**src/rtl/mmio_pkg.sv**
```systemverilog
// Shared types and constants for the memory-mapped UART transmitter.
// Holds the TX FSM state encoding, the status bit layout and the register offsets.
package mmio_pkg;

    typedef enum logic [1:0] {
        IDLE  = 2'd0,
        START = 2'd1,
        DATA  = 2'd2,
        STOP  = 2'd3
    } tx_state_t;

    localparam int STAT_BUSY  = 0;
    localparam int STAT_EMPTY = 1;
    localparam int STAT_FULL  = 2;
    localparam int STAT_OVF   = 3;

    localparam logic [31:0] STAT_OFFSET = 32'd4;

    function automatic logic [31:0] status_word(input logic busy, input logic empty,
                                                input logic full, input logic ovf);
        logic [31:0] w;
        w            = '0;
        w[STAT_BUSY]  = busy;
        w[STAT_EMPTY] = empty;
        w[STAT_FULL]  = full;
        w[STAT_OVF]   = ovf;
        return w;
    endfunction

endpackage

```
**src/rtl/mmio_uart_tx_fifo.sv**
```systemverilog
// Synchronous FIFO with binary pointers and an explicit occupancy count.
// A push while full is accepted only when a pop frees the slot in the same cycle.
module sync_fifo #(
    parameter int WIDTH = 8,
    parameter int DEPTH = 8
) (
    input  logic             clk,
    input  logic             reset,
    input  logic             push,
    input  logic             pop,
    input  logic [WIDTH-1:0] din,
    output logic [WIDTH-1:0] dout,
    output logic             full,
    output logic             empty
);

    localparam int AW = $clog2(DEPTH);

    logic [WIDTH-1:0] mem [DEPTH];
    logic [AW-1:0]    wptr;
    logic [AW-1:0]    rptr;
    logic [AW:0]      count;
    logic             do_push;
    logic             do_pop;

    assign full    = (count == (AW+1)'(DEPTH));
    assign empty   = (count == '0);
    assign do_pop  = pop & ~empty;
    assign do_push = push & (~full | do_pop);
    assign dout    = mem[rptr];

    always_ff @(posedge clk) begin
        if (!reset) begin
            wptr  <= '0;
            rptr  <= '0;
            count <= '0;
        end else begin
            if (do_push) wptr <= wptr + 1'b1;
            if (do_pop)  rptr <= rptr + 1'b1;
            case ({do_push, do_pop})
                2'b10:   count <= count + 1'b1;
                2'b01:   count <= count - 1'b1;
                default: count <= count;
            endcase
        end
    end

    // Storage needs no reset: the count alone defines which entries are valid.
    always_ff @(posedge clk) begin
        if (do_push) mem[wptr] <= din;
    end

endmodule

```
**src/rtl/mmio_uart_tx.sv**
```systemverilog
// UART transmitter on the core's data-memory bus: TX data and status registers,
// an 8N1 serializer draining a byte FIFO, and pass-through for all other addresses.
module mmio_uart_tx
    import mmio_pkg::*;
#(
    parameter logic [31:0] BASE_ADDR  = 32'h0000_0400,
    parameter int          DIVISOR    = 5208,
    parameter int          FIFO_DEPTH = 8
) (
    input  logic        clk,
    input  logic        reset,
    input  logic        memwrite,
    input  logic        bytemode,
    input  logic [31:0] aluout,
    input  logic [31:0] writedata,
    input  logic [31:0] memreaddata,
    output logic        memwrite_mem,
    output logic [31:0] readdata,
    output logic        txd,
    output logic        tx_busy
);

    localparam int          CW          = $clog2(DIVISOR);
    localparam logic [CW-1:0] BAUD_RELOAD = CW'(DIVISOR - 1);
    localparam logic [29:0] DATA_WORD   = BASE_ADDR[31:2];
    localparam logic [29:0] STAT_WORD   = DATA_WORD + STAT_OFFSET[31:2];

    logic        hit_data;
    logic        hit_stat;
    logic        hit;
    logic        data_wr;
    logic        stat_wr;

    logic [7:0]  fifo_dout;
    logic        full;
    logic        empty;
    logic        pop;
    logic        overflow;

    tx_state_t   state, state_n;
    logic [CW-1:0] baud, baud_n;
    logic [2:0]  bit_idx, bit_idx_n;
    logic [7:0]  shift, shift_n;
    logic        txd_n;
    logic        bit_end;
    logic        fsm_busy;
    logic [31:0] status;

    // Byte-lane and width information is irrelevant to these registers.
    logic        unused_bits;
    assign unused_bits = ^{bytemode, aluout[1:0], writedata[31:8]};

    assign hit_data     = (aluout[31:2] == DATA_WORD);
    assign hit_stat     = (aluout[31:2] == STAT_WORD);
    assign hit          = hit_data | hit_stat;
    assign data_wr      = memwrite & hit_data;
    assign stat_wr      = memwrite & hit_stat;
    assign memwrite_mem = memwrite & ~hit;

    sync_fifo #(
        .WIDTH (8),
        .DEPTH (FIFO_DEPTH)
    ) u_fifo (
        .clk   (clk),
        .reset (reset),
        .push  (data_wr),
        .pop   (pop),
        .din   (writedata[7:0]),
        .dout  (fifo_dout),
        .full  (full),
        .empty (empty)
    );

    always_ff @(posedge clk) begin
        if (!reset) begin
            overflow <= 1'b0;
        end else if (stat_wr && writedata[STAT_OVF]) begin
            overflow <= 1'b0;
        end else if (data_wr && full && !pop) begin
            overflow <= 1'b1;
        end
    end

    assign fsm_busy = (state != IDLE);
    assign tx_busy  = fsm_busy | ~empty;
    assign status   = status_word(fsm_busy, empty, full, overflow);

    always_comb begin
        readdata = memreaddata;
        if (hit_stat)      readdata = status;
        else if (hit_data) readdata = '0;
    end

    always_ff @(posedge clk) begin
        if (!reset) begin
            state   <= IDLE;
            baud    <= '0;
            bit_idx <= '0;
            shift   <= '0;
            txd     <= 1'b1;
        end else begin
            state   <= state_n;
            baud    <= baud_n;
            bit_idx <= bit_idx_n;
            shift   <= shift_n;
            txd     <= txd_n;
        end
    end

    assign bit_end = (baud == '0);

    always_comb begin
        state_n   = state;
        baud_n    = baud;
        bit_idx_n = bit_idx;
        shift_n   = shift;
        pop       = 1'b0;
        case (state)
            IDLE: begin
                if (!empty) begin
                    pop     = 1'b1;
                    shift_n = fifo_dout;
                    baud_n  = BAUD_RELOAD;
                    state_n = START;
                end
            end
            START: begin
                if (bit_end) begin
                    baud_n    = BAUD_RELOAD;
                    bit_idx_n = '0;
                    state_n   = DATA;
                end else begin
                    baud_n = baud - 1'b1;
                end
            end
            DATA: begin
                if (bit_end) begin
                    baud_n  = BAUD_RELOAD;
                    shift_n = {1'b0, shift[7:1]};
                    if (bit_idx == 3'd7) state_n   = STOP;
                    else                 bit_idx_n = bit_idx + 1'b1;
                end else begin
                    baud_n = baud - 1'b1;
                end
            end
            STOP: begin
                // Chain straight into the next start bit so queued frames have no gap.
                if (bit_end) begin
                    if (!empty) begin
                        pop     = 1'b1;
                        shift_n = fifo_dout;
                        baud_n  = BAUD_RELOAD;
                        state_n = START;
                    end else begin
                        state_n = IDLE;
                    end
                end else begin
                    baud_n = baud - 1'b1;
                end
            end
            default: state_n = IDLE;
        endcase
    end

    // txd is registered from the next-state view so the pin never glitches.
    always_comb begin
        txd_n = 1'b1;
        case (state_n)
            START:   txd_n = 1'b0;
            DATA:    txd_n = shift_n[0];
            default: txd_n = 1'b1;
        endcase
    end

endmodule
```
**config.mk**
```make
export PLATFORM = sky130hd
export DESIGN_NAME = mmio_uart_tx
export DESIGN_NICKNAME = d
export VERILOG_FILES = /design/src/rtl/mmio_pkg.sv /design/src/rtl/mmio_uart_tx_fifo.sv /design/src/rtl/mmio_uart_tx.sv
export SDC_FILE = /design/constraint.sdc
export NUM_CORES = 1
export LEC_CHECK = 0
export BUFFER_PORTS_ARGS = -buffer_cell sky130_fd_sc_hd__buf_2
export CORE_ASPECT_RATIO = 0.7
export CORE_MARGIN = 1
export CORE_UTILIZATION = 53
export CTS_BUF_LIST = sky130_fd_sc_hd__clkbuf_16
export DETAILED_ROUTE_END_ITERATION = 16
export GPL_TIMING_DRIVEN = 1
export PLACE_DENSITY = 0.91
export SLEW_MARGIN = 20
export SYNTH_ARGS = -nofsm -noshare
export SYNTH_HDL_FRONTEND = slang
export SYNTH_SLANG_ARGS = --single-unit
export TNS_END_PERCENT = 20
```
**constraint.sdc**
```tcl
create_clock -name clk -period 5 [get_ports clk]
set_clock_uncertainty 0.15 [all_clocks]
set_input_delay 1.25 -clock clk [delete_from_list [all_inputs] [get_ports clk]]
set_output_delay 1.25 -clock clk [all_outputs]
set_load 0.02 [all_outputs]
```
# --- Word-level counts from Yosys, hierarchy flattened ---
# Memory sizes are Yosys's and may differ from the RTL's. A register that Yosys moved wholly into a read port is not among the register bits.
# Index checks and enable logic that the tools add are counted.
word_totals:
  register_bits: 38
  mem_bits_rw: 64
  inputBits: 100
  output_inout_bits: 35
  word_cells: 89
  mem_count: 1
op_classes:
  add_sub_neg: 6
  n_eq_ne: 15
  n_mux: 30
  n_bitwise: 12
  reduce_logical: 15
memory_table:
  columns: ["memory", "depth", "width", "rd", "rd_clocked_by_memory_dff", "write_ports", "line_no", "rtl"]
  rows:
  - ["u_fifo.mem", 8, 8, 1, 1, 1, "mmio_uart_tx_fifo.sv:19", "logic [WIDTH-1:0] mem [DEPTH];"]
ops:
  columns: ["operator", "count"]
  rows:
  - ["$mux W32", 2]
  - ["$eq A30 B9 Y1 const B", 2]
  - ["$mux W13", 3]
  - ["$pmux W13 S3", 1]
  - ["$mux W8", 3]
  - ["$pmux W8 S3", 1]
  - ["$mux W3", 5]
  - ["$logic_not A13 Y1", 1]
  - ["$sub A13 B1 Y13 const B", 1]
  - ["$mux W2", 5]
  - ["$add A3 B1 Y3 const B", 3]
  - ["$eq A2 B2 Y1 const B", 4]
  - ["$ne A2 B2 Y1 const B", 4]
  - ["$pmux W2 S4", 1]
  - ["$pmux W4 S2", 1]
  - ["$eq A2 B1 Y1 const B", 3]
  - ["$pmux W3 S2", 1]
  - ["$reduce_bool A2 Y1", 3]
  - ["$and A1 B1 Y1", 5]
  - ["$mux W1", 5]
  - ["$add A4 B1 Y4 const B", 1]
  - ["$eq A4 B4 Y1 const B", 1]
  - ["$logic_not A4 Y1", 1]
  - ["$not A1 Y1", 4]
  - ["11 further kinds", 17]

# --- Depth between registers and ports, before layout ---
logic_depth:
  word_depth: 9
  depth_mapped: 11
  depth_no_buf: 11

# --- Modules after synthesis ---
# A second synthesis with hierarchy kept.
hier_totals:
  cells_unflattened: 449
  area_unflattened_um2: 5376.4
by_module_without_submodules:
  columns: ["module", "instances", "cells_each", "area_per_inst_um2", "seq_area_each_um2"]
  rows:
  - ["sync_fifo", 1, 176, 3204.3, 2182.1]
  - ["mmio_uart_tx", 1, 273, 2172.1, 560.5]

# --- Least setup slack after synthesis ---
# Ideal clock, no wire load.
synth_timing:
  kind: "in2out"
  startpoint: "in aluout[9]"
  endpoint: "out readdata[2]"
  arrival_time_ps: 2644
  required_ps: 3600
  setup_slack_ps: 956
  path_stages: 6
  path_buffers: 1
  cell_sequence: "nor4b_1 nand4_1 nor2_1 clkbuf_1 nand4_1 o21ai_0"
synth_between:
  elab_chain_cells: 3
  word_cells_on_any_way: 4
  classes_between: "eq/ne (2); mux (2)"
synth_rtl:
  columns: ["element", "line_no", "rtl"]
  rows:
  - ["start: declaration", "mmio_uart_tx.sv:14", "input logic [31:0] aluout,"]
  - ["$eq A30 B9 Y1", "mmio_uart_tx.sv:53", "assign hit_data = (aluout[31:2] == DATA_WORD);"]
  - ["$mux W32", "mmio_uart_tx.sv:91", "else if (hit_data) readdata = '0;"]
  - ["$mux W32 (*)", "mmio_uart_tx.sv:90", "if (hit_stat) readdata = status;"]
  - ["end: declaration", "mmio_uart_tx.sv:18", "output logic [31:0] readdata,"]
# Mark *: on every way between the ends. The rest lies on a longest branch, timed or not.

# --- Worst setup path in the final report ---
layout_timing:
  startpoint: "in aluout[9]"
  endpoint: "out readdata[3]"
# The elaborated chain is that of the path after synthesis.

==> results.md <==
- Layout Nets: roughly 650
- Die outline area: around 9900 um2
- Power density relative to cell area: ~480 nW/um2
- Count of yosys warnings during synthesis: 0
- Die Ht: 83.6 um
- Gpl congestion: 0.900
- Synthesized instance count: around 440
- Vias in the first global route: about 4000
- Run status: finished clean
- Number of DRC markers in iteration 0: between 500 and 600
- Number of antenna repair diodes: 0
- CTS H-tree lvls: 3
- Slew at the pin closest to its max-slew limit: a little under 1000 ps
- Global-route wire length before repair: a little over 20000 um
- Combined global-route utilization of all metal layers: 27.1%
- Largest net degree at the start of global routing: 25
- Capture point of the worst path: readdata[3]
- Max Buffers Root-to-Sink: 2
- GRT Residual Overflow: 0
- PnR worst setup slack: approximately 960 ps
- Number of port buffers: between 100 and 150
- Slew Limit Headroom: a little over a third
- Synth Flop Type: sky130_fd_sc_hd__edfxtp_1
- Largest voltage drop on the vdd net: between 0.0002 and 0.0003 V
- Total iterations of the first detailed-routing run: 7
- Number of enable flip-flop cells after synthesis: 64
- Startpoint kind of the worst setup timing path: primary input
- Synth Net Count: about 550
- Overall power after layout: 2.89 mW
- Kind of end point of the critical path: primary output
- Distinct cells, synth: 52
- DR WL/cell: approximately 20 um
- Number of setup buffers added after CTS: 0
- Site row count: 29
- Most common cell after layout, fill and taps aside: sky130_fd_sc_hd__buf_2
- Crit Reg-Reg Endpoint: u_fifo.mem[6][4]
- Part of the Yosys area used for sequential elements: a little over half
- Average cell area after synthesis: between 10 and 15 um2
- Ordered cell list for the critical path: buf_2 -> nor4b_1 -> nand4_1 -> nor2_2 -> buf_4 -> nand3_1 -> o21ai_0 -> buf_2
- Total negative slack: 0 ps
- Avg Vias per Cell: just over 6
- Core region area: 9140 um2
- Final hold vios: 0
- CTS root buffer: sky130_fd_sc_hd__clkbuf_16
- I/O pin cnt: 135
- Count of final setup violators: 0
- Routed wire length: about 13000 um
- Post-cts sizing count: 0
- Origin of the worst setup path: aluout[9]
- Number of synthesized register bits: 105
- Post-route DRC violation count: 0
- HPWL Detailed: 8880 um
- Clock insertion delay at the later pin of the skew report: about 350 ps
- Worst r2r path cells: 6
- Worst Hold Slack: ~340 ps
- Clk sinks: about 110
- Most frequent cell on the critical path: sky130_fd_sc_hd__buf_2
- Slowest stage cell, crit path: sky130_fd_sc_hd__nor4b_1
- Clock transition at the register clock pins on the worst setup and hold paths after CTS: 80 ps
- Starting utilization of the core area: about 55%
- Layout cells sized above 1: 30.0%
- Synthesized area: between 5000 and 6000 um2
- CP max stage delay: between 200 and 300 ps
- Leakage power: between 2 and 2.5 nW
- Antenna violations before repair: 0
- Post-synthesis async set-or-reset flop share: 0%
- Timing-limited maximum frequency: approximately 250 MHz
- Post-detailed-route count of antenna-violating nets: 0
- Worst min-delay path category: reg2reg
- Reported max-cap violation count: 0
- Number of vias in the routed layout: a little over 4000
- Crit Path Category: in2out
- Hold bufs inserted after CTS: 0
- Required arrival time at the worst endpoint: between 3000 and 4000 ps
- Slack of the worst reg-to-reg path: approximately 1200 ps
- TritonCTS clock tree: done
- Setup repair after global routing missed its margin: no
- Top library cells by usage in the layout, fill and taps aside: 107 x sky130_fd_sc_hd__buf_2, 64 x sky130_fd_sc_hd__edfxtp_1, 41 x sky130_fd_sc_hd__dfxtp_1
- Beginning of the worst register-to-register path: state[1]
- Slew Limit Fails: 0
- Post-place setup slack: between 900 and 1000 ps
- TritonCTS buffer count: 9
- Final Critical Period: between 4000 and 5000 ps
- Width of the die: ~120 um
- Post-route fraction of the period consumed by the critical path: 80.8%
- Critical Path AT: between 2000 and 3000 ps
- Relative area change from synthesis to final layout: 19.4%
- Max Fanout on Critical Path: 20
-- stage by stage --
| stage | utilization (%) | instance area (um2) | std cells |
|---|---|---|---|
| floorplan | - | 5050 | 436 |
| CTS | 65.9 | 6030 | 668 |
| detailed placement | 62.5 | 5720 | 652 |
| global placement | 62.5 | 5720 | 652 |
| finish | 65.9 | 6030 | 668 |
| global route | 65.9 | 6030 | 668 |
-- registers in the layout, indices dropped and copies added, names as in the netlist, named ones only --
register / count
overflow: 1
bit_idx: 3
u_fifo.wptr: 3
txd: 1
u_fifo.rptr: 3
shift: 8
state: 2
u_fifo.count: 4
u_fifo.mem: 64
baud: 13
-- report_power, final --
part | leakage, nW | internal [mW] | switching (mW)
Combinational | 1.19 | 0.419 | 0.635
Sequential | 0.909 | 0.995 | 0.126
Clock | 0.152 | 0.363 | 0.354
-- layout make-up --
cell class / instances / area (um2)
fillers: 643 / 3120
flip-flops and latches: 105 / 2740
multi-input cells: 297 / 2180
repair buffers: 115 / 596
clock buffers: 9 / 225
well taps: 124 / 155
clock inverters: 7 / 83.8
inverters: 11 / 41.3
-- synth_stat cells (all sizes together) (8+ instances only) --
master | instances | share of area (%)
nor2b | 32 | 4.0
o21ai | 29 | 2.9
edfxtp | 64 | 38
a21oi | 24 | 2.4
nor4 | 12 | 1.5
a22oi | 11 | 1.6
nor3 | 18 | 1.8
clkbuf | 20 | 1.5
nor2 | 38 | 2.8
ha | 12 | 3.0
nand3 | 8 | 0.79
mux4 | 16 | 7.1
nand2 | 18 | 1.3
mux2i | 11 | 2.2
dfxtp | 41 | 16
inv | 11 | 0.82
-- worst min path at each step --
stage	from	endpoint	cells past startpoint
floorplan	shift[7]	shift[6]	2
global placement	shift[7]	shift[6]	2
detailed placement	shift[7]	shift[6]	2
CTS	shift[7]	shift[6]	2
global route	shift[7]	shift[6]	2
finish	shift[7]	shift[6]	2
-- cell families after synthesis --
family,count (synthesis),share of synthesized area (%)
multiplexers,29,9.77
buffers and inverters,34,2.55
AO/OA/AOI/OAI,96,13.0
adder cells (fa/ha/maj),12,2.98
flip-flops,105,54.4
AND/OR/NAND/NOR,154,16.3
XOR/XNOR,6,1.04
-- critical path, delay by kind of cell --
family                 cells  cell delay, ps
AND/OR/NAND/NOR            4             700
buffers and inverters      3             560
AO/OA/AOI/OAI              1             120
-- metal layers --
metal / share of wire (%) / vias to the layer above / track usage [%]
li1: - / 1860 / -
met1: 36 / 1945 / 30.5
met2: 51 / 283 / 49.2
met3: 9.5 / 38 / 6.76
met4: 2.8 / 0 / 10.5
met5: 0 / - / 0
(Power assumes the default switching activity.)
